==> src/rtl/gate_bist.sv <==
// Exhaustive self-test sequencer for small combinational gates: walks every
// input vector, waits a settle time, and checks the DUT against a reference.
module gate_bist #(
  parameter int unsigned N_IN   = 2,
  parameter int unsigned SETTLE = 1
) (
  input  logic            clk,
  input  logic            rst,
  input  logic            start_i,
  input  logic [2:0]      func_i,
  output logic [N_IN-1:0] dut_in_o,
  input  logic            dut_out_i,
  output logic            busy_o,
  output logic            done_o,
  output logic            pass_o,
  output logic [N_IN-1:0] fail_vec_o,
  output logic            fail_got_o,
  output logic            fail_exp_o
);

  localparam int unsigned CNT_W = 4;
  localparam logic [CNT_W-1:0] SETTLE_CNT = CNT_W'(SETTLE);

  typedef enum logic [1:0] {
    S_IDLE  = 2'd0,
    S_APPLY = 2'd1,
    S_DONE  = 2'd2
  } state_e;

  typedef enum logic [2:0] {
    F_AND  = 3'd0,
    F_OR   = 3'd1,
    F_XOR  = 3'd2,
    F_NAND = 3'd3,
    F_NOR  = 3'd4,
    F_XNOR = 3'd5,
    F_BUF  = 3'd6,
    F_INV  = 3'd7
  } func_e;

  state_e          state_q, state_d;
  func_e           func_q, func_d;
  logic [CNT_W-1:0] cnt_q, cnt_d;
  logic [N_IN-1:0] dut_in_q, dut_in_d;
  logic            busy_q, busy_d;
  logic            done_q, done_d;
  logic            pass_q, pass_d;
  logic [N_IN-1:0] fail_vec_q, fail_vec_d;
  logic            fail_got_q, fail_got_d;
  logic            fail_exp_q, fail_exp_d;

  logic            exp_c;
  logic            mismatch_c;

  // Reference value for the vector currently on the DUT.
  always_comb begin
    exp_c = 1'b0;
    unique case (func_q)
      F_AND:  exp_c = &dut_in_q;
      F_OR:   exp_c = |dut_in_q;
      F_XOR:  exp_c = ^dut_in_q;
      F_NAND: exp_c = ~(&dut_in_q);
      F_NOR:  exp_c = ~(|dut_in_q);
      F_XNOR: exp_c = ~(^dut_in_q);
      F_BUF:  exp_c = dut_in_q[0];
      F_INV:  exp_c = ~dut_in_q[0];
      default: exp_c = 1'b0;
    endcase
  end

  // Case inequality so an X/Z response is flagged as a mismatch in simulation.
  assign mismatch_c = (dut_out_i !== exp_c);

  always_comb begin
    state_d    = state_q;
    func_d     = func_q;
    cnt_d      = cnt_q;
    dut_in_d   = dut_in_q;
    busy_d     = busy_q;
    done_d     = done_q;
    pass_d     = pass_q;
    fail_vec_d = fail_vec_q;
    fail_got_d = fail_got_q;
    fail_exp_d = fail_exp_q;

    unique case (state_q)
      S_IDLE, S_DONE: begin
        if (start_i) begin
          state_d    = S_APPLY;
          func_d     = func_e'(func_i);
          cnt_d      = SETTLE_CNT;
          dut_in_d   = '0;
          busy_d     = 1'b1;
          done_d     = 1'b0;
          pass_d     = 1'b0;
          fail_vec_d = '0;
          fail_got_d = 1'b0;
          fail_exp_d = 1'b0;
        end
      end

      S_APPLY: begin
        if (cnt_q != '0) begin
          cnt_d = cnt_q - CNT_W'(1);
        end else if (mismatch_c) begin
          state_d    = S_DONE;
          fail_vec_d = dut_in_q;
          fail_got_d = dut_out_i;
          fail_exp_d = exp_c;
          pass_d     = 1'b0;
          busy_d     = 1'b0;
          done_d     = 1'b1;
        end else if (&dut_in_q) begin
          state_d = S_DONE;
          pass_d  = 1'b1;
          busy_d  = 1'b0;
          done_d  = 1'b1;
        end else begin
          dut_in_d = dut_in_q + N_IN'(1);
          cnt_d    = SETTLE_CNT;
        end
      end

      default: state_d = S_IDLE;
    endcase
  end

  always_ff @(posedge clk) begin
    if (rst) begin
      state_q    <= S_IDLE;
      func_q     <= F_AND;
      cnt_q      <= '0;
      dut_in_q   <= '0;
      busy_q     <= 1'b0;
      done_q     <= 1'b0;
      pass_q     <= 1'b0;
      fail_vec_q <= '0;
      fail_got_q <= 1'b0;
      fail_exp_q <= 1'b0;
    end else begin
      state_q    <= state_d;
      func_q     <= func_d;
      cnt_q      <= cnt_d;
      dut_in_q   <= dut_in_d;
      busy_q     <= busy_d;
      done_q     <= done_d;
      pass_q     <= pass_d;
      fail_vec_q <= fail_vec_d;
      fail_got_q <= fail_got_d;
      fail_exp_q <= fail_exp_d;
    end
  end

  assign dut_in_o   = dut_in_q;
  assign busy_o     = busy_q;
  assign done_o     = done_q;
  assign pass_o     = pass_q;
  assign fail_vec_o = fail_vec_q;
  assign fail_got_o = fail_got_q;
  assign fail_exp_o = fail_exp_q;

endmodule
==> config.mk <==
export PLATFORM = sky130hd
export DESIGN_NAME = gate_bist
export DESIGN_NICKNAME = d
export VERILOG_FILES = /design/src/rtl/gate_bist.sv
export SDC_FILE = /design/constraint.sdc
export NUM_CORES = 1
export LEC_CHECK = 0
export CAP_MARGIN = 20
export CORE_MARGIN = 2
export CORE_UTILIZATION = 40
export DETAILED_ROUTE_END_ITERATION = 8
export SYNTH_ARGS = -nofsm -noshare
export SYNTH_HDL_FRONTEND = slang
export SYNTH_SLANG_ARGS = --single-unit
export TNS_END_PERCENT = 20
==> constraint.sdc <==
create_clock -name clk -period 3.4 [get_ports clk]
set_input_delay 0.51 -clock clk [delete_from_list [all_inputs] [get_ports clk]]
set_output_delay 0.51 -clock clk [all_outputs]
set_load 0.1 [all_outputs]
; ---- Word-level counts from Yosys, hierarchy flattened
; Index checks and enable logic that the tools add are counted.
[word_totals]
ff_bits = 18
inputBits = 7
out_inout_bits = 9
wordCells = 86
[classes]
addsub = 2
eq_ne = 18
muxes = 38
n_bitwise = 4
n_reduce_logical = 14
[ops]
columns = operator, count
row1 = $mux W2, 10
row2 = $mux W4, 4
row3 = $mux W1, 14
row4 = $eq A3 B3 Y1 const B, 4
row5 = $pmux W2 S2, 3
row6 = $reduce_and A4 Y1, 3
row7 = $ne A2 B2 Y1 const B, 5
row8 = $pmux W1 S2, 5
row9 = $ne A3 B3 Y1 const B, 3
row10 = $pmux W1 S8, 1
row11 = $pmux W4 S2, 1
row12 = $eq A3 B2 Y1 const B, 2
row13 = $reduce_and A5 Y1, 1
row14 = $not A1 Y1, 4
row15 = $reduce_and A2 Y1, 2
row16 = $reduce_bool A4 Y1, 1
row17 = $reduce_or A2 Y1, 2
row18 = $sub A4 B1 Y4 const B, 1
row19 = $eq A3 B1 Y1 const B, 1
row20 = $logic_not A3 Y1, 1
row21 = $reduce_and A3 Y1, 1
row22 = $add A2 B1 Y2 const B, 1
row23 = $eq A2 B1 Y1 const B, 1
row24 = $eq A2 B2 Y1 const B, 1
row25 = other kinds (4), 4

; ---- Logic depth before layout (Yosys ltp)
[depth]
ltp_word = 7
ltp_mapped = 7
depth_no_buf = 7

; ---- Worst setup path after synthesis
; No wires, ideal clock.
[synth_path]
path_type = register -> register
start = register dut_in_q[0] (netlist: dut_in_o[0])
end = register dut_in_q[0] (netlist: dut_in_o[0])
setup_ns = 0.075
t_arrival_ns = 3.052
required_time_ns = 3.325
setup_slack_ns = 0.273
stages_incl_launch_ff = 8
path_buffers = 0
synth_period_minus_slack_ns = 3.127
cell_sequence = dfxtp_1 -> inv_1 -> ha_1 -> mux2_4 -> mux4_2 -> xnor2_2 -> or4_1 -> a31oi_1
[synth_via]
elab_chain_len = 6
elab_cells_between_ends = 17
classes_between = 1 x add/sub / 3 x eq/ne / 5 x mux / 4 x bitwise / 4 x reduce/logical
[synth_lines]
columns = item, line_no
row1 = "start, declared", 44  ; logic [N_IN-1:0] dut_in_q, dut_in_d;
row2 = "start signal, assigned", 144  ; dut_in_q <= dut_in_d;
row3 = $reduce_xor A2 Y1 (tied with other cells), "61, 64"
row4 = "$not A1 Y1, on equally long branches", "64, 62, 63"
row5 = $pmux W1 S8, 58  ; unique case (func_q)
row6 = $nex A1 B1 Y1, 72  ; assign mismatch_c = (dut_out_i !== exp_c);
row7 = $ne A2 B2 Y1 (no line), --
row8 = $reduce_and A5 Y1 (no line), --
; Parallel ways exist; a longest one is shown, timed or not. The select of a mux whose other input is x is not followed.
; A chain may end at the register's enable or synchronous reset.

; ---- Worst setup path in the final report
; Same ends and word-level chain as after synthesis.

==> out/metrics.yaml <==
die:
  core-area_um2: 2233
  die_h_um: 52.98
  die_x_um: 52.98
  start_util: 0.4297
  pin_count: 16
  die_area_um2: 2807
  rows: 17
worst_setup_path:
  worst_ep_arrival_time_ns: 2.88
  slowest_delay_ns: 0.57
  crit_family: "multiplexers"
  reg2reg_depth: 7
  worstPathRequired_ns: 3.63
  worstReg2RegEnd: "dut_in_o[0]"
  critPathCaptureType: "register"
  worstReg2RegStart: "dut_in_o[0]"
  crit_path_start: "dut_in_o[0]"
  worst-path-buf-inv: 1
  path_class: "register to register"
  cp_num_cells: 7
  rrSetupSlack_ns: 0.75
  cp_slowest_cell: "mux4_2"
  crit_chain: "inv_1 -> ha_1 -> mux2_4 -> mux4_2 -> xnor2_2 -> or4_1 -> a31oi_1"
  start_kind: "register"
  crit_fanout: 8
  setup.worst_path.end: "dut_in_o[0]"
power_and_ir_drop:
  powerDensity_nw_per_um2: 470.0
  internal_power_uw: 332.6
  ir_worst_vdd_v: 0.0002556
  pwr-share-comb: 0.344
  seqPwrFrac: 0.453
  swShare: 0.3799
  leakage_nw: 0.4281
  pwr-share-clk: 0.203
  power.switching_uw: 203.8
  power_uw: 536.4
timing:
  tightest_slew_ns: 0.9796
  slew_violations: 0
  setup_viol: 0
  period_share: 0.7792
  slew_headroom: 0.3449
  finalClockSkew_ns: 0.0008432
  fmax_ghz: 0.3775
  setup_tns_ns: 0
  hold_viol_final: 0
  rsz0062_at_grt: "false"
  setup_slack_ns: 0.7507
  layout_min_cycle_time_ns: 2.649
global_routing:
  overflow: 0
  grt_pass1_vias: 744
  grt_use_total: 0.1787
  grt_max_degree: 18
  grt_pass1_wl_um: 3491
  antenna_found_initial: 0
cts:
  clk_pin_slew_ns: 0.10
  cts_tree: "built"
  postCtsSetupBuffers: 0
  cts_root_buffer: "clkbuf_4"
  cts_sinks: 18
  cts_buffers: 3
  clk-insertion-delay-late_ns: 0.29
  clk_path_buf_depth: 2
  cts_hold_buf: 0
  htreeDepth: 1
  ctsResizeCount: 0
yosys:
  synth_top_area_cell: "dfxtp_1"
  yosysSeqAreaShare: 0.3755
  yosysMostFrequentCell: "dfxtp_1"
  synth_cell_types: 37
  ys_top_cells_by_area: "dfxtp_1 38%, nand2_1 5.9%, ha_1 5.2%"
  ys.flop_type: "dfxtp_1"
  synthesis.area_um2: 959.7
  synthArstFlopShare: 0
  synthSimpleGateAreaFrac: 0.2229
  syn_area_per_cell_um2: 8.568
  yosys-top-cells-count: "18 x dfxtp_1, 15 x nand2_1, 12 x nor2_1"
  synth_cells: 112
  synth-seq-cells: 18
  yosys_warnings: 0
  synth_top_family_by_area: "simple AND/OR/NAND/NOR gates"
  yosys.area_share.xor_xnor: 0.03390
  synth-adder-area-share: 0.05215
  synth-compound-area-share: 0.1851
  synthesis.nets: 123
  synth_top_area_share: 0.3755
  synth.area.mux_share: 0.07171
  synth_edf_count: 0
final_layout:
  diodes: 0
  fill_cells: 226
  layout-drive-gt1-share: 0.07937
  areaGrowthSynthToFinish_pct: 18.90
  fin_nets: 139
drt:
  wl_per_cell_um: 13.69
  routed_wl_um: 2109
  vias: 859
  drt_pass1_iterations: 4
  drc: 0
  via_per_inst: 5.578
  final_antenna_net_count: 0
  drt-initial-drc-count: 18
job:
  maxCapViolCount: 0
placed_design:
  place_hpwl_um: 1545
  globalplace.congestion: 0.7952
  pre_cts_ws_ns: 0.8112
  portBuffers: 15
worst_hold_path:
  hold_class: "register to register"
run_status:
  status: "completed"
==> per-stage QoR <==
step                      instance area, um2  utilization  instances  hold slack, ns
after detailed placement                1119       0.5008        151          0.4524
after floorplan                        959.7            -        112          0.4414
after CTS                               1141       0.5109        154          0.4639
after global routing                    1141       0.5109        154          0.5013
after global placement                  1119       0.5008        151          0.4439
final                                   1141       0.5109        154          0.4572
==> routing by layer <==
| metal | part of all wire | GRT usage | routed length (um) |
|---|---|---|---|
| met5 | 0 | 0 | 0 |
| met4 | 0.015 | 0.09402 | 31 |
| met3 | 0.069 | 0.03955 | 145 |
| met2 | 0.44 | 0.2667 | 930 |
| met1 | 0.47 | 0.2390 | 1001 |
==> layout by cell type (no fill, tap or decap), types with 2 or more instances in the layout <==
master,Yosys,final
dfxtp_1,18,18
inv_1,6,6
nor2_1,12,12
nand2_1,15,15
o21ai_0,2,2
and3_1,2,2
clkbuf_4,0,3
nor3_1,6,6
o41ai_1,2,2
clkdlybuf4s50_1,0,15
ha_1,4,4
nor2b_1,3,3
a31oi_1,2,2
nand2b_1,2,2
a21oi_1,9,9
nand3_1,3,3
mux2i_1,2,2
==> final cells by class <==
cell class / instances / area, um2 / area share
clock buffer: 3 / 22.52 / 0.01974
inverter: 6 / 22.52 / 0.01974
multi-input combinational: 83 / 543.0 / 0.4759
sequential: 18 / 360.3 / 0.3158
tap: 28 / 35.03 / 0.03070
timing repair buffer: 16 / 157.7 / 0.1382
==> worst min path at each step <==
| stage | depth (start not counted) | from | endpoint |
|---|---|---|---|
| 6_report | 2 | done_o | done_o |
| 3_5_place_dp | 2 | done_o | done_o |
| 4_1_cts | 2 | done_o | done_o |
| 2_1_floorplan | 2 | func_q[2] | func_q[2] |
| 3_3_place_gp | 2 | done_o | done_o |
| 5_1_grt | 2 | func_q[2] | func_q[2] |
==> worst min-delay path, stage by stage, from the launching register on <==
cell	delay [ns]
dfxtp_1	0.32
nand2_1	0.05
a21oi_1	0.05
==> power groups by stage <==
stage / Sequential, mW / Clock (mW) / Combinational [mW]
after global routing: 0.246 / 0.124 / 0.203
after global placement: 0.247 / 0 / 0.181
after floorplan: 0.281 / 0 / 0.106
after CTS: 0.243 / 0.114 / 0.185
after detailed placement: 0.248 / 0 / 0.184
final: 0.243 / 0.109 / 0.184
==> registers in the layout, indices dropped and copies added (netlist names) <==
signal	flops
dut_in_o	2
pass_o	1
fail_vec_o	2
done_o	1
busy_o	1
fail_exp_o	1
fail_got_o	1
func_q	3
state_q	2
cnt_q	4
==> kinds of logic after synthesis <==
logic type,Yosys count
simple gates,46
fa+ha+maj,4
mux,5
flops,18
buf+inv,11
xor+xnor,2
compound gates,26
(Power assumes the default switching activity.)
